File: config.mk
export PLATFORM = sky130hd
export DESIGN_NAME = fwd_hazard_scoreboard_flat
export DESIGN_NICKNAME = d
export VERILOG_FILES = /design/src/rtl/fwd_hazard_scoreboard_if.sv /design/src/rtl/fwd_hazard_scoreboard.sv /design/src/flat_wrapper.sv
export SDC_FILE = /design/constraint.sdc
export NUM_CORES = 1
export LEC_CHECK = 0
export CORE_ASPECT_RATIO = 1.1
export CORE_MARGIN = 1
export CORE_UTILIZATION = 50
export DETAILED_ROUTE_END_ITERATION = 10
export PLACE_DENSITY = 0.76
export SYNTH_ARGS = -nofsm -noshare
export SYNTH_HDL_FRONTEND = slang
export SYNTH_SLANG_ARGS = --single-unit
File: constraint.sdc
create_clock -name clk -period 6.7 [get_ports clk]
set_input_delay 0.67 -clock clk [delete_from_list [all_inputs] [get_ports clk]]
set_output_delay 0.67 -clock clk [all_outputs]
set_load 0.03 [all_outputs]
File: src/rtl/fwd_hazard_scoreboard_if.sv
// Operand/stage/long-op bundle between the ID/EX pipeline and the hazard unit.
// The pipeline side is the master; the hazard unit is the slave.
interface fwd_hazard_scoreboard_if #(
    parameter int ADDR_W     = 5,
    parameter int NUM_SRC    = 3,
    parameter int NUM_STAGES = 3,
    parameter int CNT_W      = 16
);
    localparam int SEL_W = $clog2(NUM_STAGES + 1);

    logic [NUM_SRC*ADDR_W-1:0]    src_addr;
    logic [NUM_SRC-1:0]           src_valid;
    logic [ADDR_W-1:0]            dst_addr;
    logic                         dst_valid;
    logic [NUM_STAGES*ADDR_W-1:0] stage_rd;
    logic [NUM_STAGES-1:0]        stage_wr;
    logic [NUM_STAGES-1:0]        stage_rdy;
    logic                         lo_issue;
    logic                         lo_done;
    logic [ADDR_W-1:0]            lo_done_rd;
    logic                         cnt_clr;
    logic [NUM_SRC*SEL_W-1:0]     fwd_sel;
    logic                         stall;
    logic [ADDR_W:0]              pend_count;
    logic [CNT_W-1:0]             stall_count;
    logic                         sb_err;

    modport master (
        output src_addr, src_valid, dst_addr, dst_valid, stage_rd, stage_wr, stage_rdy,
        output lo_issue, lo_done, lo_done_rd, cnt_clr,
        input  fwd_sel, stall, pend_count, stall_count, sb_err
    );

    modport slave (
        input  src_addr, src_valid, dst_addr, dst_valid, stage_rd, stage_wr, stage_rdy,
        input  lo_issue, lo_done, lo_done_rd, cnt_clr,
        output fwd_sel, stall, pend_count, stall_count, sb_err
    );
endinterface

File: src/rtl/fwd_hazard_scoreboard.sv
// Bypass select, load-use/scoreboard stall and long-op scoreboard for the ID/EX boundary.
// fwd_sel/stall are zero-latency combinational; scoreboard, counters and sb_err update on the next edge.
module fwd_hazard_scoreboard #(
    parameter int ADDR_W     = 5,
    parameter int NUM_SRC    = 3,
    parameter int NUM_STAGES = 3,
    parameter int CNT_W      = 16
) (
    input logic                   clk,
    input logic                   arst_n,
    fwd_hazard_scoreboard_if.slave bus
);
    localparam int SEL_W = $clog2(NUM_STAGES + 1);
    localparam int NREG  = 1 << ADDR_W;

    logic [NREG-1:0]          sb_q, sb_d;
    logic [ADDR_W:0]          pend_q, pend_d;
    logic [CNT_W-1:0]         cnt_q, cnt_d;
    logic                     err_q, err_d;

    logic [NUM_SRC*SEL_W-1:0] sel;
    logic                     lu_haz;
    logic                     sb_haz;
    logic                     stall;
    logic [ADDR_W-1:0]        op_addr;
    logic                     found;

    logic                     set_en;
    logic                     clr_req;
    logic                     clr_en;
    logic                     same_reg;

    // Youngest matching stage wins even when it is not ready: that is a load-use stall,
    // never a fallback to an older stage.
    always_comb begin
        sel     = '0;
        lu_haz  = 1'b0;
        op_addr = '0;
        found   = 1'b0;
        for (int i = 0; i < NUM_SRC; i++) begin
            op_addr = bus.src_addr[i*ADDR_W +: ADDR_W];
            found   = 1'b0;
            for (int k = 0; k < NUM_STAGES; k++) begin
                if (!found && bus.src_valid[i] && bus.stage_wr[k] && (op_addr != '0) &&
                    (bus.stage_rd[k*ADDR_W +: ADDR_W] == op_addr)) begin
                    found                  = 1'b1;
                    sel[i*SEL_W +: SEL_W] = SEL_W'(k + 1);
                    if (!bus.stage_rdy[k]) begin
                        lu_haz = 1'b1;
                    end
                end
            end
        end
    end

    // Registered view only: a bit cleared this cycle still stalls. Bit 0 is never set.
    always_comb begin
        sb_haz = bus.dst_valid && sb_q[bus.dst_addr];
        for (int i = 0; i < NUM_SRC; i++) begin
            if (bus.src_valid[i] && sb_q[bus.src_addr[i*ADDR_W +: ADDR_W]]) begin
                sb_haz = 1'b1;
            end
        end
    end

    assign stall = lu_haz | sb_haz;

    always_comb begin
        set_en   = bus.lo_issue && !stall && (bus.dst_addr != '0);
        clr_req  = bus.lo_done && (bus.lo_done_rd != '0);
        clr_en   = clr_req && sb_q[bus.lo_done_rd];
        same_reg = set_en && clr_en && (bus.dst_addr == bus.lo_done_rd);

        sb_d = sb_q;
        if (clr_en) begin
            sb_d[bus.lo_done_rd] = 1'b0;
        end
        if (set_en) begin
            sb_d[bus.dst_addr] = 1'b1;
        end

        // Same-register issue+done leaves the bit set, so neither side moves the count.
        pend_d = pend_q;
        if (set_en && !sb_q[bus.dst_addr]) begin
            pend_d = pend_d + (ADDR_W+1)'(1);
        end
        if (clr_en && !same_reg) begin
            pend_d = pend_d - (ADDR_W+1)'(1);
        end

        err_d = err_q | (clr_req && !sb_q[bus.lo_done_rd]);

        cnt_d = cnt_q;
        if (bus.cnt_clr) begin
            cnt_d = '0;
        end else if (stall && (cnt_q != '1)) begin
            cnt_d = cnt_q + CNT_W'(1);
        end
    end

    always_ff @(posedge clk or negedge arst_n) begin
        if (!arst_n) begin
            sb_q   <= '0;
            pend_q <= '0;
            cnt_q  <= '0;
            err_q  <= 1'b0;
        end else begin
            sb_q   <= sb_d;
            pend_q <= pend_d;
            cnt_q  <= cnt_d;
            err_q  <= err_d;
        end
    end

    assign bus.fwd_sel     = sel;
    assign bus.stall       = stall;
    assign bus.pend_count  = pend_q;
    assign bus.stall_count = cnt_q;
    assign bus.sb_err      = err_q;
endmodule

File: src/flat_wrapper.sv
// flat-port wrapper written by rule: the top's interface ports become plain ports
module fwd_hazard_scoreboard_flat 
#(
    parameter int ADDR_W     = 5,
    parameter int NUM_SRC    = 3,
    parameter int NUM_STAGES = 3,
    parameter int CNT_W      = 16
)
  (clk, arst_n, bus_src_addr, bus_src_valid, bus_dst_addr, bus_dst_valid, bus_stage_rd, bus_stage_wr, bus_stage_rdy, bus_lo_issue, bus_lo_done, bus_lo_done_rd, bus_cnt_clr, bus_fwd_sel, bus_stall, bus_pend_count, bus_stall_count, bus_sb_err);
  fwd_hazard_scoreboard_if #(.ADDR_W(ADDR_W), .NUM_SRC(NUM_SRC), .NUM_STAGES(NUM_STAGES), .CNT_W(CNT_W)) bus_i ();
  input logic clk;
  input logic arst_n;
  input wire logic [$bits(bus_i.src_addr)-1:0] bus_src_addr;
  input wire logic [$bits(bus_i.src_valid)-1:0] bus_src_valid;
  input wire logic [$bits(bus_i.dst_addr)-1:0] bus_dst_addr;
  input wire logic [$bits(bus_i.dst_valid)-1:0] bus_dst_valid;
  input wire logic [$bits(bus_i.stage_rd)-1:0] bus_stage_rd;
  input wire logic [$bits(bus_i.stage_wr)-1:0] bus_stage_wr;
  input wire logic [$bits(bus_i.stage_rdy)-1:0] bus_stage_rdy;
  input wire logic [$bits(bus_i.lo_issue)-1:0] bus_lo_issue;
  input wire logic [$bits(bus_i.lo_done)-1:0] bus_lo_done;
  input wire logic [$bits(bus_i.lo_done_rd)-1:0] bus_lo_done_rd;
  input wire logic [$bits(bus_i.cnt_clr)-1:0] bus_cnt_clr;
  output wire logic [$bits(bus_i.fwd_sel)-1:0] bus_fwd_sel;
  output wire logic [$bits(bus_i.stall)-1:0] bus_stall;
  output wire logic [$bits(bus_i.pend_count)-1:0] bus_pend_count;
  output wire logic [$bits(bus_i.stall_count)-1:0] bus_stall_count;
  output wire logic [$bits(bus_i.sb_err)-1:0] bus_sb_err;
  assign bus_i.src_addr = bus_src_addr;
  assign bus_i.src_valid = bus_src_valid;
  assign bus_i.dst_addr = bus_dst_addr;
  assign bus_i.dst_valid = bus_dst_valid;
  assign bus_i.stage_rd = bus_stage_rd;
  assign bus_i.stage_wr = bus_stage_wr;
  assign bus_i.stage_rdy = bus_stage_rdy;
  assign bus_i.lo_issue = bus_lo_issue;
  assign bus_i.lo_done = bus_lo_done;
  assign bus_i.lo_done_rd = bus_lo_done_rd;
  assign bus_i.cnt_clr = bus_cnt_clr;
  assign bus_fwd_sel = bus_i.fwd_sel;
  assign bus_stall = bus_i.stall;
  assign bus_pend_count = bus_i.pend_count;
  assign bus_stall_count = bus_i.stall_count;
  assign bus_sb_err = bus_i.sb_err;
  fwd_hazard_scoreboard #(.ADDR_W(ADDR_W), .NUM_SRC(NUM_SRC), .NUM_STAGES(NUM_STAGES), .CNT_W(CNT_W)) u_core (.clk(clk), .arst_n(arst_n), .bus(bus_i));
endmodule
Yosys cells after proc, flatten, opt, wreduce, memory -nomap -nowiden
Cells that the tools add are included.
Word-level totals
  input port bits: 55
  register bits: 55
Cells by class
  add/sub/neg operators: 3
  magnitude comparators: 7
  reductions and logical operators: 65
  bitwise gates (word level): 5
  mux-type cells: 56
  equal/unequal tests: 11
Operators by type and width (number)
  2-to-1 mux 32 bit: 2
  equality test 5 bit: 10
  logical AND 1 bit: 49
  2-to-1 mux 1 bit: 37
  AND 32 bit: 1
  2-to-1 mux 16 bit: 2
  inverter 32 bit: 1
  OR 32 bit: 1
  < comparator 5 x 6 -> 1 bit (second input constant): 5
  binary-select mux 1 bit (select 5 bit): 5
  nonzero test 5 bit: 5
  adder 16 x 1 -> 16 bit (second input constant): 1
  inequality test 16 bit (second input constant): 1
  2-to-1 mux 2 bit: 6
  2-to-1 mux 6 bit: 2
  demux 1 bit (select 5 bit): 2
  >= comparator 5 x 1 -> 1 bit (second input constant): 2
  logical NOT 1 bit: 10
  adder 6 x 1 -> 6 bit (second input constant): 1
  subtractor 6 x 1 -> 6 bit (second input constant): 1
  OR 1 bit: 2
  nonzero test 2 bit: 1

Depth between registers and ports, before layout
Gate-level depths: netlist of run 1.
  word-level depth: 37
  depth in mapped cells: 15
  gate-level depth less buffers: 13

Least setup slack after synthesis of run 1
No wires, ideal clock.
  path kind: input port to flip-flop
  from: input port bus_src_addr[8]
  to: register u_core.pend_q[4], in the netlist u_core.bus.pend_count[4]
  library setup time: 0.134 ns
  stages on the path: 15
  slack: 2.607 ns
  data arrival time: 3.958 ns
  data required time: 6.566 ns
  cells stage by stage: clkbuf_1 > or2_1 > or4_1 > nand4_1 > o211a_1 > o211ai_1 > or3_1 > buf_2 > nor2_1 > mux2i_1 > ha_1 > o311a_1 > mux2_1 > a32oi_1 > xnor2_1
On the way
  longest elaborated chain between the ends: 31
RTL lines
  start, declared: line flat_wrapper.sv:13  | input wire logic [$bits(bus_i.src_addr)-1:0] bus_src_addr;
  nonzero test 5 bit: line fwd_hazard_scoreboard.sv:44  | if (!found && bus.src_valid[i] && bus.stage_wr[k] && (op_addr != '0) &&
  logical AND 1 bit (2 in a row): line fwd_hazard_scoreboard.sv:44
  2-to-1 mux 1 bit: line fwd_hazard_scoreboard.sv:44
  logical NOT 1 bit: line fwd_hazard_scoreboard.sv:44
  logical AND 1 bit (4 in a row): line fwd_hazard_scoreboard.sv:44
  2-to-1 mux 1 bit: line fwd_hazard_scoreboard.sv:44
  logical NOT 1 bit: line fwd_hazard_scoreboard.sv:44
  logical AND 1 bit (4 in a row): line fwd_hazard_scoreboard.sv:44
  (+5 left out)
  2-to-1 mux 1 bit: line fwd_hazard_scoreboard.sv:48  | if (!bus.stage_rdy[k]) begin
  2-to-1 mux 1 bit: line fwd_hazard_scoreboard.sv:44
  OR 1 bit (*): line fwd_hazard_scoreboard.sv:66  | assign stall = lu_haz | sb_haz;
  logical NOT 1 bit (*): line fwd_hazard_scoreboard.sv:69  | set_en = bus.lo_issue && !stall && (bus.dst_addr != '0);
  logical AND 1 bit (*) (2 in a row): line fwd_hazard_scoreboard.sv:69
  parallel branches: the longest is 4 deep, another holds subtractor 6 x 1 -> 6 bit
  2-to-1 mux 6 bit (*): line fwd_hazard_scoreboard.sv:87  | if (clr_en && !same_reg) begin
  net u_core.pend_d[4]: line fwd_hazard_scoreboard.sv:17  | logic [ADDR_W:0] pend_q, pend_d;
  end signal, assigned: line fwd_hazard_scoreboard.sv:109  | pend_q <= pend_d;
  end, declared: line fwd_hazard_scoreboard.sv:17
Mark *: on every way through the listed nets, which the timed path passes. The select of a mux whose other input is x is not followed.
A chain may end at the register's enable or synchronous reset.

Final worst setup path of run 1
  from: input port bus_src_addr[0]
  to: register u_core.pend_q[4], in the netlist u_core.bus.pend_count[4]
On the way
  longest elaborated chain between the ends: 37
RTL lines (line)
  nonzero test 5 bit: fwd_hazard_scoreboard.sv:44
  logical AND 1 bit (2 in a row): fwd_hazard_scoreboard.sv:44
  2-to-1 mux 1 bit: fwd_hazard_scoreboard.sv:44
  logical NOT 1 bit: fwd_hazard_scoreboard.sv:44
  logical AND 1 bit (4 in a row): fwd_hazard_scoreboard.sv:44
  2-to-1 mux 1 bit: fwd_hazard_scoreboard.sv:44
  logical NOT 1 bit: fwd_hazard_scoreboard.sv:44
  logical AND 1 bit (4 in a row): fwd_hazard_scoreboard.sv:44
  (+11 left out)
  2-to-1 mux 1 bit: fwd_hazard_scoreboard.sv:48
  2-to-1 mux 1 bit: fwd_hazard_scoreboard.sv:44
  OR 1 bit (*): fwd_hazard_scoreboard.sv:66
  logical NOT 1 bit (*): fwd_hazard_scoreboard.sv:69
  logical AND 1 bit (*) (2 in a row): fwd_hazard_scoreboard.sv:69
  parallel branches: the longest is 4 deep, another holds subtractor 6 x 1 -> 6 bit
  2-to-1 mux 6 bit (*): fwd_hazard_scoreboard.sv:87
  net u_core.pend_d[4]: fwd_hazard_scoreboard.sv:17
Marks and branches as above.

==> impl_summary.md, run 1 <==
Status
The flow ran to the end, and the final reports show no timing, DRC or antenna violations.

Die
Once the floorplan was initialized, standard cells occupied 51.3% of the core. The initialized floorplan defines 37 standard-cell rows. The core outline area is 9350 um^2. The die footprint is 9990 um^2. 85 I/O pins were placed. The die is 105 um tall. The width of the chip is 95.4 um.

Pwr
The worst-case IR drop observed on VDD is 0.000156 V. Summed over all cells, the static leakage comes to 2.19 nW. The total power density per cell area is 252 nW/um^2.

Synthesis
The cell type contributing the most total cell area after synthesis is sky130_fd_sc_hd__dfrtp_1. Of the synthesized area, sequential elements account for 28.7%. The synthesized netlist contains 59 unique library cells. Sorting the synthesized cells by area gives the leading types as sky130_fd_sc_hd__dfrtp_1 29%, sky130_fd_sc_hd__mux4_2 17%, sky130_fd_sc_hd__xor2_1 7.5%, sky130_fd_sc_hd__o21ai_0 6.1%, sky130_fd_sc_hd__xnor2_1 5.8%. The count of state elements after synthesis is 55.

The yosys synthesis warning count is 0. In the synthesized netlist the async set-or-reset flop fraction comes to 100%. In this run the mean area of a mapped cell was 9.63 um^2. Counting flops with a built-in enable in the synthesized netlist gives 0. The top-area cell type share of the netlist area is 28.7%. The most used flip-flop cell after synthesis is sky130_fd_sc_hd__dfrtp_1.

The net count of the mapped netlist is 556. The instance count of the mapped netlist is 498. In this run the cell area of the synthesized design comes to 4790 um^2.

Placed design
Port buffering added 84 buffers. The worst setup slack before clock tree synthesis is 1.44 ns. Once detailed placement completed, the half-perimeter wirelength came to 10.9 mm. The number of placed instances, taps included, is 669. The global placer's final weighted congestion is 0.996.

Worst setup path
The critical path required time is 6.96 ns. Of all nets on the critical path, the largest fanout is 13. The type of destination of the critical path is a flop.

The data arrival at the endpoint of the critical path is 5.21 ns. The setup path with the least slack is of type input port to flop. The worst setup path is launched from an input port.

Timing
The setup violation total in the final timing report is 0. The worst path setup slack after routing is 1.75 ns. Headroom to the max-slew limit came out at 39.0%. The hold violation total from the final report is 0. For the pin with the worst max-slew slack, the measured transition is 0.913 ns. The top achievable clock speed is 202 MHz.

The smallest clock period supported by the final layout is computed as 4.95 ns. Hold timing on the final database bottoms out at a slack of 0.449 ns. The max-slew violation count was 0. The setup TNS after final layout is 0 ns. Setup repair after global routing left no endpoint under its margin. The worst path uses 74.0% of the clock period. On the final layout, the worst clock skew is 0.0193 ns.

GRT
The number of antenna violations at the first check in global routing was 0. Summed over all layers, the global routing overflow is 0. Entering global routing, the biggest net connects 56 pins. The number of global-route vias before repair is 4404. The all-layer global routing usage is 30.5%.

The wire length of the first global-routing pass is 23.0 mm.

Routing
In the routed design, unresolved DRC markers number 0. In this run, the number of DRC markers left after iteration 0 of detailed routing was 383. The number of vias per cell after detailed routing is 6.66.

The remaining antenna violation count is 0. Dividing the detail-routed wire length by the instance count gives 21.8 um. The routed wire length is 14.8 mm. Across all layers, the routed design uses 4507 vias. For this run, the detailed router's first-pass iteration total came to 5.

Job
Across the run, the number of max-cap violations was 0.

CTS
Buffers added to address setup during post-CTS repair amount to 0. The TritonCTS sink count is 55. The total clock buffers created by CTS is 5. The number of hold-repair buffers added at the cts stage is 0. The longest clock path from root to sink contains 2 buffers. TritonCTS built the clock tree. Gates resized during post-CTS repair numbered 0. The clock reaches the later pin of the worst-skew pair after 0.34 ns. The clock slew at the register clock pins of the worst setup and hold paths is 0.11 ns. The H-tree generated during clock tree synthesis spans 2 levels. The tree is rooted in a sky130_fd_sc_hd__clkbuf_8.

Cells and area
Of the cells placed in the final design, the portion with a size suffix greater than 1 is 10.2%. Leaving out filler cells and counting taps, the final layout contains 677. The number of nets in the layout is 617.

0 antenna diodes ended up in the layout. The relative area change from synthesis to final layout is 19.9%.

Min path
The tightest min-delay check is of the input port to asynchronous set/reset pin type.
-- cell usage after synthesis (all sizes together) (2+ instances only) --
cell type	number
o211ai	3
nand3b	8
nor3	5
mux4	39
o31ai	3
xor2	41
nor4	9
ha	3
clkbuf	18
a21oi	7
mux2	2
nor2	26
buf	14
or3	5
a211oi	3
mux2i	12
or4	2
xnor2	32
a31oi	3
nor2b	5
nand3	26
or3b	2
a22oi	3
a21boi	3
and2	6
and4	2
or2	4
o22ai	2
nand2b	8
inv	11
nand4	13
o21ai	58
dfrtp	55
or4b	2
nand2	31
nor3b	5
and3	11
-- metrics by stage --
| stage | area [um^2] | total power [mW] | util [%] |
|---|---|---|---|
| floorplan | 4790 | 0.980 | - |
| global placement | 5650 | 1.21 | 60.5 |
| detailed placement | 5650 | 1.24 | 60.5 |
| CTS | 5750 | 1.44 | 61.5 |
| global route | 5750 | 1.52 | 61.5 |
| finish | 5750 | 1.45 | 61.5 |
-- routing by layer --
metal | share of wire (%) | global-route usage, %
met3 | 9.9 | 4.66
met4 | 4.8 | 15.8
met5 | 0 | 0
met2 | 48 | 49.4
met1 | 37 | 39.0
-- state kept, by name, summed over array words and instances (netlist names) --
name	count
u_core.bus.sb_err	1
u_core.bus.pend_count	6
u_core.bus.stall_count	16
u_core.sb_q	32
-- cells by family (layout without fill, tap and decap cells) --
group,Yosys count,in the layout,share of synthesized area [%]
fa+ha+maj,3,3,0.783
compound gates,100,100,12.7
buf+inv,43,105,3.73
flops,55,55,28.7
mux,53,53,21.5
simple gates,171,171,19.3
xor+xnor,73,73,13.3
-- worst max-delay path, stage by stage --
cell                              delay [ns]
sky130_fd_sc_hd__clkdlybuf4s50_1        0.96
sky130_fd_sc_hd__mux4_2                 0.60
sky130_fd_sc_hd__mux4_2                 0.52
sky130_fd_sc_hd__nand3b_1               0.10
sky130_fd_sc_hd__nand2_1                0.06
sky130_fd_sc_hd__or3_1                  0.41
sky130_fd_sc_hd__nor2_1                 0.43
sky130_fd_sc_hd__mux2i_1                0.31
sky130_fd_sc_hd__ha_1                   0.18
sky130_fd_sc_hd__o311a_1                0.24
sky130_fd_sc_hd__mux2_1                 0.34
sky130_fd_sc_hd__a32oi_1                0.23
sky130_fd_sc_hd__xnor2_1                0.15
-- layout make-up --
cell class | instances | area [um^2]
clock buffer | 5 | 68.8
clock inverter | 3 | 26.3
fill | 802 | 3600
inverter | 11 | 41.3
multi-input combinational | 400 | 3240
sequential | 55 | 1380
tap | 117 | 146
timing repair buffer | 86 | 851
-- report_power, final --
part | switching [mW] | internal [mW] | total (mW)
logic | 0.306 | 0.342 | 0.647
registers | 0.184 | 0.418 | 0.603
clock network | 0.123 | 0.0772 | 0.200
-- path summary, 6_finish.rpt --
path | startpoint | to | slack (ns) | cells after the start
max | bus_src_addr[0] | u_core.bus.pend_count[4] | 1.75 | 13
min in group clk | u_core.bus.pend_count[5] | u_core.bus.pend_count[5] | 0.48 | 1
min | arst_n | u_core.bus.pend_count[4] | 0.45 | 2
max reg2reg | u_core.sb_q[19] | u_core.bus.pend_count[4] | 2.66 | 12
min reg2reg | u_core.bus.pend_count[5] | u_core.bus.pend_count[5] | 0.48 | 1
max in group asynchronous | arst_n | u_core.sb_q[13] | 5.77 | 2
-- cell usage in the layout, fill, tap and decap left out, types with 11 or more instances in the layout --
cell type	instances
sky130_fd_sc_hd__o21ai_0	58
sky130_fd_sc_hd__nor2_1	26
sky130_fd_sc_hd__mux2i_1	12
sky130_fd_sc_hd__nand4_1	13
sky130_fd_sc_hd__clkdlybuf4s50_1	83
sky130_fd_sc_hd__nand3_1	26
sky130_fd_sc_hd__nand2_1	31
sky130_fd_sc_hd__xnor2_1	32
sky130_fd_sc_hd__dfrtp_1	55
sky130_fd_sc_hd__inv_1	11
sky130_fd_sc_hd__xor2_1	41
sky130_fd_sc_hd__mux4_2	37
sky130_fd_sc_hd__and3_1	11
(Power assumes the default switching activity.)
==> run 2: changes to the inputs <==
==> constraint.sdc (replaced) <==
create_clock -name clk -period 4.6 [get_ports clk]
set_input_delay 0.46 -clock clk [delete_from_list [all_inputs] [get_ports clk]]
set_output_delay 0.46 -clock clk [all_outputs]
set_load 0.03 [all_outputs]
==> impl_summary.md, run 2 (synthesis results as in run 1) <==
Routing
The detailed-route wire length per cell came to 21.5 um (-1.5%). The DRC violations left is 0 (unchanged). The routed wire length was 15.0 mm (+1.9%).

The number of vias in the routed layout is 4601 (+2.1%). The iteration-0 DRC count of the detailed router is 395 (+3.1%). The number of vias per cell after detailed routing came to 6.57 (-1.3%). The number of iterations in the first detailed-routing pass is 4 (-1). The remaining antenna violation count was 0 (unchanged).

Worst setup path
The cell repeated most along the worst path is sky130_fd_sc_hd__clkdlybuf4s50_1. Walking the worst path, the cells encountered are clkdlybuf4s50_1, xnor2_1, nand4_1, or4_1, nand3_1, a21oi_1, or3_1, buf_4, nor2_1, nand2_1, clkdlybuf4s50_1. The family with the most delay on the worst path is buffers and inverters. The largest fanout on the critical path came to 11 (-2). The buffers plus inverters on the worst setup path is 3 (+2). The cell with the biggest individual delay on the critical path is sky130_fd_sc_hd__clkdlybuf4s50_1. The critical path required time came to 4.14 ns (-2.82 ns).

The worst setup path is of the input port to output pin kind. The worst setup path is launched from an input port. The maximum single-stage delay on the critical path is 0.83 ns (-0.13 ns). The worst setup path is captured at an output pin.

The data arrival at the endpoint of the critical path is 3.76 ns (-1.45 ns).

Timing
The setup violation total in the final timing report was 0 (unchanged). The max-slew violation count is 0 (unchanged). The slew at the pin closest to its max-slew limit is 0.700 ns (-0.212 ns). Setup repair after global routing left no endpoint under its margin. The part of the cycle the worst path needs is 91.7%.

The headroom to the max-slew limit was 53.3% (+14 points). The hold violation total from the final report is 0 (unchanged). The worst path setup slack after routing came to 0.380 ns (-1.37 ns). The final setup skew is 0.0112 ns (-0.00807 ns).

The setup TNS after final layout came to 0 ns (unchanged). Derived from the worst setup path, the maximum achievable clock frequency is 237 MHz. The time the worst path needs with I/O delays and setup is 4.22 ns.

CTS
The clock tree from TritonCTS is done. The number of buffers on the longest clock path is 2 (unchanged). The number of hold-repair buffers added at the cts stage is 0 (unchanged). The number of gates given a new drive strength after cts was 0 (unchanged). The post-CTS setup repair buffer count is 0 (unchanged).

The clock slew at the register clock pins of the worst setup and hold paths was 0.11 ns (about the same). The TritonCTS sink count is 55 (unchanged). The total clock buffers created by CTS is 5 (unchanged). The number of H-tree branching levels is 2 (unchanged). The clock latency reported for the late side of the worst-skew pair is 0.32 ns (-0.02 ns). The clock tree root buffer cell is sky130_fd_sc_hd__clkbuf_8.

Die
The starting density of the core came to 51.3% (unchanged). The site row count is 37 (unchanged). The die footprint is 9990 um^2 (unchanged).

The height of the die is 105 um (unchanged). The width of the chip is 95.4 um (unchanged). The core outline area is 9350 um^2 (unchanged). The number of top-level pins is 85 (unchanged).

Pwr
The leakage power summed over all cells is 2.30 nW (+5.0%). The worst vdd rail ir drop is 0.000237 V (+52%). The total power density per cell area is 359 nW/um^2 (+42%).

The power consumption is 2.13 mW (+47%).

GRT
The pin count of the biggest net entering global routing is 56 (unchanged). The total congestion overflow after global routing was 0 (unchanged). The number of antenna violations at the first check in global routing is 0 (unchanged). The all-layer global routing usage is 30.7% (+0.16 points).

The wire length of the first global-routing pass is 23.6 mm (+2.5%). The number of global-route vias before repair came to 4564 (+3.6%).

Placed design
The worst setup slack before clock tree synthesis is 0.126 ns (-1.31 ns). The half-perimeter wire length of the detailed placement result is 11.2 mm (+2.3%). The global placer's final weighted congestion came to 0.968 (-2.8%). The count of input and output buffers is 84 (unchanged). The placement-stage cell area is 5830 um^2 (+3.1%).

Cells and area
The cell area after layout is 5920 um^2 (+3.0%). In the layout the commonest cells are 83 x sky130_fd_sc_hd__clkdlybuf4s50_1, 58 x sky130_fd_sc_hd__o21ai_0, 55 x sky130_fd_sc_hd__dfrtp_1. The utilization of the core after routing is 63.3% (+1.9 points).

The number of diodes added for antenna fixing came to 0 (unchanged). The number of nets in the layout is 640 (+3.7%). The area growth from synthesis to layout is 23.5%. The most common cell after layout, fill and taps aside is sky130_fd_sc_hd__clkdlybuf4s50_1.

The register with the most flip-flops is u_core.sb_q. The number of flip-flops under the largest register name is 32 (unchanged). The fraction of layout instances using a drive strength above 1 is 13.7% (+3.5 points).

Job
The max-cap violation count is 0 (unchanged).

Min path
The tightest min-delay check is of the input port to asynchronous set/reset pin type.

Status
The run finished with clean final reports.
[run 2: cell count changes in the layout (fill, tap and decap cells not counted)]
cell,change
sky130_fd_sc_hd__buf_4,+23
sky130_fd_sc_hd__clkinvlp_4,+1
sky130_fd_sc_hd__inv_6,-2
sky130_fd_sc_hd__inv_8,+1
[run 2: final cells by class]
class / instances / area, um^2
fillers: 778 / 3430
multi-input cells: 400 / 3240
flip-flops and latches: 55 / 1380
repair buffers: 109 / 1020
well taps: 117 / 146
clock buffers: 5 / 68.8
inverters: 11 / 41.3
clock inverters: 3 / 27.5
[run 2: worst paths after layout]
check                                              start                       end  slack [ns]  depth (start not counted)
min in group clk                u_core.bus.pend_count[5]  u_core.bus.pend_count[5]        0.49                          1
worst min-delay path                              arst_n  u_core.bus.pend_count[5]        0.25                          2
worst min register to register  u_core.bus.pend_count[5]  u_core.bus.pend_count[5]        0.49                          1
max in group asynchronous                         arst_n            u_core.sb_q[8]        3.87                          2
worst max register to register            u_core.sb_q[7]  u_core.bus.pend_count[4]        0.81                         13
worst max-delay path                    bus_src_addr[11]                 bus_stall        0.38                         11
[run 2: metrics by stage]
stage | instances | hold WS [ns]
after floorplan | 498 | 0.164
after global placement | 692 | 0.459
after detailed placement | 692 | 0.471
after CTS | 700 | 0.287
after global routing | 700 | 0.308
final | 700 | 0.255
[run 2: layer usage]
layer	wire length (um)	vias to the layer above	GRT usage (%)	share of wire (%)
li1	-	2023	-	-
met1	5860	2250	40.8	39
met2	7240	275	50.1	48
met3	1280	53	3.93	8.5
met4	650	0	12.6	4.3
met5	0	-	0	0
[run 2: worst reg2reg max path: cells and delay by family (launching register included)]
family          cells  cell delay [ns]
flops               1             0.49
compound gates      6             1.09
simple gates        2             0.67
xor+xnor            1             0.15
fa+ha+maj           1             0.18
mux                 3             1.14
[run 2: power breakdown]
part	leakage [nW]	internal (mW)	switching, mW
Sequential	0.702	0.610	0.253
Combinational	1.55	0.514	0.458
Clock	0.0463	0.112	0.178
